<file path="src/rtl/wb_pkg.sv">
// rtl/wb_pkg.sv - shared constants for the writeback port arbiter
// Purpose: default widths, grant index encodings and the hardwired-zero register index.
// Ports: none (package).
package wb_pkg;

  localparam int DATA_W = 32;
  localparam int ADDR_W = 5;
  localparam int CNT_W  = 16;

  // Grant index encodings; also the value driven on the data mux select.
  localparam logic GRANT_REQ0 = 1'b0;
  localparam logic GRANT_REQ1 = 1'b1;

  // GR0 reads as zero, so writes to it are consumed but never issued.
  localparam logic [ADDR_W-1:0] GR0_ADDR = '0;

endpackage

</file>
<file path="src/rtl/wb_port_arbiter_if.sv">
// rtl/wb_port_arbiter_if.sv - bus bundle between writeback requesters and the arbiter
// Purpose: groups the two request channels, stall, mux select, RF write port and counter.
// Ports (signals):
//   req0_valid/addr/data, req0_ready : ALU writeback channel
//   req1_valid/addr/data, req1_ready : load writeback channel
//   wb_stall                         : RF port unavailable
//   mux_sel                          : writeback data mux select
//   rf_we/rf_waddr/rf_wdata          : registered RF write
//   conflict_cnt                     : saturating conflict counter
// Modports: master (requester/bench side), slave (arbiter side).
interface wb_port_arbiter_if #(
  parameter int DATA_W = wb_pkg::DATA_W,
  parameter int ADDR_W = wb_pkg::ADDR_W,
  parameter int CNT_W  = wb_pkg::CNT_W
);

  logic              req0_valid;
  logic [ADDR_W-1:0] req0_addr;
  logic [DATA_W-1:0] req0_data;
  logic              req0_ready;

  logic              req1_valid;
  logic [ADDR_W-1:0] req1_addr;
  logic [DATA_W-1:0] req1_data;
  logic              req1_ready;

  logic              wb_stall;
  logic              mux_sel;

  logic              rf_we;
  logic [ADDR_W-1:0] rf_waddr;
  logic [DATA_W-1:0] rf_wdata;
  logic [CNT_W-1:0]  conflict_cnt;

  modport master (
    output req0_valid, req0_addr, req0_data,
    output req1_valid, req1_addr, req1_data,
    output wb_stall,
    input  req0_ready, req1_ready, mux_sel,
    input  rf_we, rf_waddr, rf_wdata, conflict_cnt
  );

  modport slave (
    input  req0_valid, req0_addr, req0_data,
    input  req1_valid, req1_addr, req1_data,
    input  wb_stall,
    output req0_ready, req1_ready, mux_sel,
    output rf_we, rf_waddr, rf_wdata, conflict_cnt
  );

endinterface

</file>
<file path="src/rtl/MUX2x1_32bits.sv">
// rtl/MUX2x1_32bits.sv - 2:1 writeback data multiplexer
// Purpose: selects between the two writeback data words.
// Ports: A (S=0 input), B (S=1 input), S (select), Y (output).
module MUX2x1_32bits #(
  parameter int W = 32
) (
  input  logic [W-1:0] A,
  input  logic [W-1:0] B,
  input  logic         S,
  output logic [W-1:0] Y
);

  assign Y = S ? B : A;

endmodule

</file>
<file path="src/rtl/wb_port_arbiter.sv">
// rtl/wb_port_arbiter.sv - round-robin arbiter for the single register-file write port
// Purpose: grants ALU (req0) or load (req1) writebacks with valid/ready, drives the data
//   mux select, registers the winning write one cycle later and counts conflicts.
// Ports:
//   clk   : rising-edge clock
//   rst_n : synchronous reset, active-low
//   bus   : wb_port_arbiter_if.slave (request channels, stall, mux_sel, RF write, counter)
module wb_port_arbiter #(
  parameter int DATA_W = wb_pkg::DATA_W,
  parameter int ADDR_W = wb_pkg::ADDR_W,
  parameter int CNT_W  = wb_pkg::CNT_W
) (
  input  logic                 clk,
  input  logic                 rst_n,
  wb_port_arbiter_if.slave     bus
);

  import wb_pkg::*;

  logic              last_grant_q, last_grant_d;
  logic              rf_we_q, rf_we_d;
  logic [ADDR_W-1:0] rf_waddr_q, rf_waddr_d;
  logic [DATA_W-1:0] rf_wdata_q, rf_wdata_d;
  logic [CNT_W-1:0]  conflict_cnt_q, conflict_cnt_d;

  logic              grant_ok;
  logic              gnt0, gnt1;
  logic              xfer;
  logic              sel;
  logic [ADDR_W-1:0] gnt_addr;
  logic [DATA_W-1:0] gnt_data;

  // Grants are also suppressed while reset is asserted so no request is consumed
  // by a cycle whose write is going to be discarded.
  always_comb begin
    grant_ok = rst_n && !bus.wb_stall;
    gnt0     = grant_ok && bus.req0_valid && (!bus.req1_valid || last_grant_q == GRANT_REQ1);
    gnt1     = grant_ok && bus.req1_valid && (!bus.req0_valid || last_grant_q == GRANT_REQ0);
    xfer     = gnt0 || gnt1;
    sel      = gnt1 ? GRANT_REQ1 : GRANT_REQ0;
    gnt_addr = (sel == GRANT_REQ1) ? bus.req1_addr : bus.req0_addr;
  end

  MUX2x1_32bits #(
    .W (DATA_W)
  ) u_data_mux (
    .A (bus.req0_data),
    .B (bus.req1_data),
    .S (sel),
    .Y (gnt_data)
  );

  always_comb begin
    last_grant_d   = last_grant_q;
    rf_we_d        = 1'b0;
    rf_waddr_d     = rf_waddr_q;
    rf_wdata_d     = rf_wdata_q;
    conflict_cnt_d = conflict_cnt_q;

    if (xfer) begin
      last_grant_d = sel;
      rf_we_d      = (gnt_addr != ADDR_W'(GR0_ADDR));
      rf_waddr_d   = gnt_addr;
      rf_wdata_d   = gnt_data;
    end

    if (bus.req0_valid && bus.req1_valid && !bus.wb_stall &&
        conflict_cnt_q != {CNT_W{1'b1}}) begin
      conflict_cnt_d = conflict_cnt_q + CNT_W'(1);
    end
  end

  always_ff @(posedge clk) begin
    if (!rst_n) begin
      last_grant_q   <= GRANT_REQ1;
      rf_we_q        <= 1'b0;
      rf_waddr_q     <= '0;
      rf_wdata_q     <= '0;
      conflict_cnt_q <= '0;
    end else begin
      last_grant_q   <= last_grant_d;
      rf_we_q        <= rf_we_d;
      rf_waddr_q     <= rf_waddr_d;
      rf_wdata_q     <= rf_wdata_d;
      conflict_cnt_q <= conflict_cnt_d;
    end
  end

  assign bus.req0_ready   = gnt0;
  assign bus.req1_ready   = gnt1;
  assign bus.mux_sel      = sel;
  assign bus.rf_we        = rf_we_q;
  assign bus.rf_waddr     = rf_waddr_q;
  assign bus.rf_wdata     = rf_wdata_q;
  assign bus.conflict_cnt = conflict_cnt_q;

endmodule

</file>
<file path="src/flat_wrapper.sv">
// flat-port wrapper written by rule: the top's interface ports become plain ports
module wb_port_arbiter_flat import wb_pkg::*;
#(
  parameter int DATA_W = wb_pkg::DATA_W,
  parameter int ADDR_W = wb_pkg::ADDR_W,
  parameter int CNT_W  = wb_pkg::CNT_W
)
  (clk, rst_n, bus_req0_valid, bus_req0_addr, bus_req0_data, bus_req1_valid, bus_req1_addr, bus_req1_data, bus_wb_stall, bus_req0_ready, bus_req1_ready, bus_mux_sel, bus_rf_we, bus_rf_waddr, bus_rf_wdata, bus_conflict_cnt);
  wb_port_arbiter_if #(.DATA_W(DATA_W), .ADDR_W(ADDR_W), .CNT_W(CNT_W)) bus_i ();
  input  logic clk;
  input  logic rst_n;
  input wire logic [$bits(bus_i.req0_valid)-1:0] bus_req0_valid;
  input wire logic [$bits(bus_i.req0_addr)-1:0] bus_req0_addr;
  input wire logic [$bits(bus_i.req0_data)-1:0] bus_req0_data;
  input wire logic [$bits(bus_i.req1_valid)-1:0] bus_req1_valid;
  input wire logic [$bits(bus_i.req1_addr)-1:0] bus_req1_addr;
  input wire logic [$bits(bus_i.req1_data)-1:0] bus_req1_data;
  input wire logic [$bits(bus_i.wb_stall)-1:0] bus_wb_stall;
  output wire logic [$bits(bus_i.req0_ready)-1:0] bus_req0_ready;
  output wire logic [$bits(bus_i.req1_ready)-1:0] bus_req1_ready;
  output wire logic [$bits(bus_i.mux_sel)-1:0] bus_mux_sel;
  output wire logic [$bits(bus_i.rf_we)-1:0] bus_rf_we;
  output wire logic [$bits(bus_i.rf_waddr)-1:0] bus_rf_waddr;
  output wire logic [$bits(bus_i.rf_wdata)-1:0] bus_rf_wdata;
  output wire logic [$bits(bus_i.conflict_cnt)-1:0] bus_conflict_cnt;
  assign bus_i.req0_valid = bus_req0_valid;
  assign bus_i.req0_addr = bus_req0_addr;
  assign bus_i.req0_data = bus_req0_data;
  assign bus_i.req1_valid = bus_req1_valid;
  assign bus_i.req1_addr = bus_req1_addr;
  assign bus_i.req1_data = bus_req1_data;
  assign bus_i.wb_stall = bus_wb_stall;
  assign bus_req0_ready = bus_i.req0_ready;
  assign bus_req1_ready = bus_i.req1_ready;
  assign bus_mux_sel = bus_i.mux_sel;
  assign bus_rf_we = bus_i.rf_we;
  assign bus_rf_waddr = bus_i.rf_waddr;
  assign bus_rf_wdata = bus_i.rf_wdata;
  assign bus_conflict_cnt = bus_i.conflict_cnt;
  wb_port_arbiter #(.DATA_W(DATA_W), .ADDR_W(ADDR_W), .CNT_W(CNT_W)) u_core (.clk(clk), .rst_n(rst_n), .bus(bus_i));
endmodule
</file>
<file path="config.mk">
export PLATFORM = sky130hd
export DESIGN_NAME = wb_port_arbiter_flat
export DESIGN_NICKNAME = d
export VERILOG_FILES = /design/src/rtl/wb_pkg.sv /design/src/rtl/wb_port_arbiter_if.sv /design/src/rtl/MUX2x1_32bits.sv /design/src/rtl/wb_port_arbiter.sv /design/src/flat_wrapper.sv
export SDC_FILE = /design/constraint.sdc
export NUM_CORES = 1
export LEC_CHECK = 0
export CORE_MARGIN = 2
export CORE_UTILIZATION = 39
export CTS_BUF_LIST = sky130_fd_sc_hd__clkbuf_4 sky130_fd_sc_hd__clkbuf_8
export DETAILED_ROUTE_END_ITERATION = 10
export HOLD_SLACK_MARGIN = 0.15
export PLACE_DENSITY_LB_ADDON = 0.1
export SLEW_MARGIN = 10
export SYNTH_ARGS = -nofsm -noshare
export SYNTH_HDL_FRONTEND = slang
export SYNTH_SLANG_ARGS = --single-unit
</file>
<file path="constraint.sdc">
create_clock -name clk -period 3.4 [get_ports clk]
set_input_delay 0.68 -clock clk [delete_from_list [all_inputs] [get_ports clk]]
set_output_delay 0.68 -clock clk [all_outputs]
set_load 0.01 [all_outputs]
</file>
==> impl_metrics.json <==
{
  "synth_warnings": 0,
  "antenna_cells_inserted": 0,
  "root_buffer": "sky130_fd_sc_hd__clkbuf_8",
  "drv_cap": 0,
  "post_cts_clock_slew_at_the_launch_and_capture_registers_of_the_worst_setup_and_hold_paths_ns": 0.09,
  "cp_data_required_time_ns": 2.72,
  "run_status": "complete, no violations",
  "cts_hold_buf": 0,
  "fp.dieW_um": 86.1,
  "crit_fanout": 4,
  "crit_path_start_kind": "input port",
  "number_of_post_cts_setup_repair_buffers": 0,
  "cts_tree": "built",
  "ir_drop_mv": 0.182,
  "crit_family": "buffers and inverters",
  "num-nets-final": 488,
  "netSwitchingFraction_pct": 23.9,
  "first_iter_violations": 89,
  "start_util_pct": 40.9,
  "placed_instance_area_um2": 4010,
  "register_area_um2": 1100,
  "slew_headroom_pct": 52.5,
  "cell_mode_on_critical_path": "sky130_fd_sc_hd__clkdlybuf4s50_1",
  "post_drt_via_cell_ratio": 5.32,
  "ios": 136,
  "antenna_found_initial": 0,
  "fp.dieH_um": 86.1,
  "num-fill-cells": 546,
  "layout_commonest_cell": "sky130_fd_sc_hd__clkdlybuf4s50_1",
  "worst_skew_pair.late_latency_ns": 0.30,
  "wl_per_cell_um": 14.7,
  "dieArea_um2": 7410,
  "power.leakage_uw": 0.00166,
  "combinational_fraction_of_design_power_pct": 19.9,
  "worstSetupStartpoint": "bus_req1_valid",
  "post-route-period-util_pct": 83.4,
  "syn-instance-count": 281,
  "p_sw_uw": 314,
  "placement.io_buffers": 135,
  "worst_clock_skew_ns": 0.00514,
  "crit_path_max_delay_cell_type": "sky130_fd_sc_hd__clkdlybuf4s50_1",
  "tns_ns": 0,
  "setup_viol": 0,
  "via_count_of_the_first_global_routing_pass": 2504,
  "dp.final_hpwl_mm": 5.19,
  "syn_area_per_cell_um2": 9.36,
  "total_routing_resource_utilization_after_global_routing_pct": 19.4,
  "cp-end-kind": "output port",
  "cts_sinks": 55,
  "internal_power_uw": 1000,
  "worst_path_largest_cell_delay_ns": 0.54,
  "final-max-slew-violation-count": 0,
  "total_congestion_overflow_after_global_routing": 0,
  "yosys_register_bits": 55,
  "syn2layout_area_growth_pct": 56.0,
  "final_core_utilization_pct": 63.9,
  "power.sequential.fraction_pct": 52.4,
  "ant_nets": 0,
  "globalplace.congestion": 0.755,
  "yosysUniqueCellTypes": 36,
  "post-route-cell-area_um2": 4100,
  "multi_input_area_um2": 1400,
  "timing.critical_path.buf_inv": 3,
  "drcViolationCount": 0,
  "finish.cell_count_without_fillers": 486,
  "drt_first_pass_iters": 4,
  "grt_pass1_wl_mm": 11.8,
  "layout_common_cells": "135 x sky130_fd_sc_hd__clkdlybuf4s50_1, 55 x sky130_fd_sc_hd__dfxtp_1, 40 x sky130_fd_sc_hd__mux2i_1",
  "total_standard_cell_area_after_synthesis_um2": 2630,
  "timing.setup.critical_path_class": "in -> out",
  "finalWirelength_mm": 7.13,
  "critical_path_arrival_ns": 2.15,
  "hp-start": "u_core.bus.conflict_cnt[15]",
  "power.density_nw_per_um2": 321,
  "layout-drive-gt1-share_pct": 7.58,
  "min_path_type": "reg -> reg",
  "grt_start_max_net_pins": 76,
  "cts_buffer_depth": 2,
  "dp_cells": 478,
  "path_cells": "clkdlybuf4s50_1 > nor2b_1 > nand3_2 > inv_1 > clkdlybuf4s50_1",
  "std_cell_rows": 29,
  "setup_repair_after_global_routing_missed_its_margin": "false",
  "pwr-share-clk_pct": 27.8,
  "route.vias.total": 2585,
  "timing.final.hold_violations": 0,
  "finalHoldWorstSlack_ns": 0.514,
  "r2r_start": "u_core.bus.conflict_cnt[0]",
  "tightest_pin_transition_ns": 0.712,
  "cts_max_level": 2,
  "min_period_ns": 2.83,
  "cts_repair_resize_count": 0,
  "yosysSeqAreaShare_pct": 41.9,
  "syn_nets": 361,
  "number_of_cts_inserted_buffers": 5,
  "core_region_area_um2": 6420,
  "fmaxAchievable_mhz": 353
}
cells by family (layout without fill, tap and decap cells):
family          after synthesis  after routing  synth area share, %
compound gates               65             65                 16.8
flops                        55             55                 41.9
buf+inv                      25            153                 5.09
fa+ha+maj                     1              1                0.476
mux                          40             40                 15.2
simple gates                 95             95                 20.6
synth_stat cells:
master                     instances  area, um2
sky130_fd_sc_hd__nor2b_1           1       6.26
sky130_fd_sc_hd__o41ai_1           1       8.76
sky130_fd_sc_hd__o21ai_0           2       10.0
sky130_fd_sc_hd__or4_1             5       37.5
sky130_fd_sc_hd__nand3_1           6       30.0
sky130_fd_sc_hd__nand2_1          13       48.8
sky130_fd_sc_hd__buf_6             2       22.5
sky130_fd_sc_hd__nand3b_1          1       7.51
sky130_fd_sc_hd__nand4_1           5       31.3
sky130_fd_sc_hd__buf_2             3       15.0
sky130_fd_sc_hd__or4_2             5       43.8
sky130_fd_sc_hd__and4_2            1       10.0
sky130_fd_sc_hd__inv_1             4       15.0
sky130_fd_sc_hd__and3b_1           1       8.76
sky130_fd_sc_hd__o22ai_1           1       6.26
sky130_fd_sc_hd__and3_1            1       6.26
sky130_fd_sc_hd__nand4_4           1       21.3
sky130_fd_sc_hd__nand2b_1          4       25.0
sky130_fd_sc_hd__buf_4             3       22.5
sky130_fd_sc_hd__nor4_4            1       21.3
sky130_fd_sc_hd__or3_2             4       30.0
sky130_fd_sc_hd__and2_1            2       12.5
sky130_fd_sc_hd__clkbuf_1          8       30.0
sky130_fd_sc_hd__clkbuf_8          1       13.8
sky130_fd_sc_hd__nor4_2            3       37.5
sky130_fd_sc_hd__a21oi_1          13       65.1
sky130_fd_sc_hd__o31ai_1           7       52.6
sky130_fd_sc_hd__and2b_1           1       7.51
sky130_fd_sc_hd__nor2_1           39        146
sky130_fd_sc_hd__o21ai_1           4       20.0
sky130_fd_sc_hd__mux2i_1          40        400
sky130_fd_sc_hd__and4_1            1       8.76
sky130_fd_sc_hd__ha_1              1       12.5
sky130_fd_sc_hd__a211oi_1         37        278
sky130_fd_sc_hd__buf_1             4       15.0
sky130_fd_sc_hd__dfxtp_1          55       1100
tightest hold or removal path, stage by stage, from the launching register on:
cell                      delay (ns)
sky130_fd_sc_hd__dfxtp_1        0.35
sky130_fd_sc_hd__nand2_1        0.06
sky130_fd_sc_hd__mux2i_1        0.06
power by group through the flow:
| stage | Combinational [uW] | Clock, uW | Sequential [uW] |
|---|---|---|---|
| finish | 262 | 366 | 690 |
| global route | 282 | 412 | 694 |
| CTS | 264 | 381 | 690 |
| detailed placement | 263 | 0 | 704 |
| global placement | 261 | 0 | 703 |
| floorplan | 81.8 | 0 | 717 |
metal layers:
layer / up-vias / wire [um] / track usage (%)
li1: 1295 / - / -
met3: 4 / 583 / 7.03
met1: 1200 / 3060 / 24.6
met4: 0 / 52 / 4.04
met2: 86 / 3430 / 31.9
met5: - / 0 / 0
flip-flops by register name, indices dropped and copies added, names as in the netlist:
register	cells
u_core.bus.conflict_cnt	16
u_core.bus.rf_waddr	5
u_core.last_grant_q	1
u_core.bus.rf_wdata	32
u_core.bus.rf_we	1
stage by stage:
stage / power, uW / worst slack [ns]
final: 1320 / 0.566
after CTS: 1340 / 0.557
after global placement: 964 / 0.591
after floorplan: 799 / 1.04
after global routing: 1390 / 0.496
after detailed placement: 967 / 0.567
area by class of cell:
type | instances | area share (%)
inverter | 4 | 0.366
clock buffer | 7 | 2.04
multi-input combinational | 201 | 34.2
sequential | 55 | 26.8
tap | 77 | 2.35
timing repair buffer | 141 | 34.0
clock inverter | 1 | 0.122
final timing paths:
check,to,slack [ns],cells after the start
min,u_core.bus.conflict_cnt[15],0.51,2
min reg2reg,u_core.bus.conflict_cnt[15],0.51,2
max,bus_mux_sel,0.57,5
max reg2reg,u_core.bus.conflict_cnt[2],1.48,6
Power figures use the tool's default switching activity.
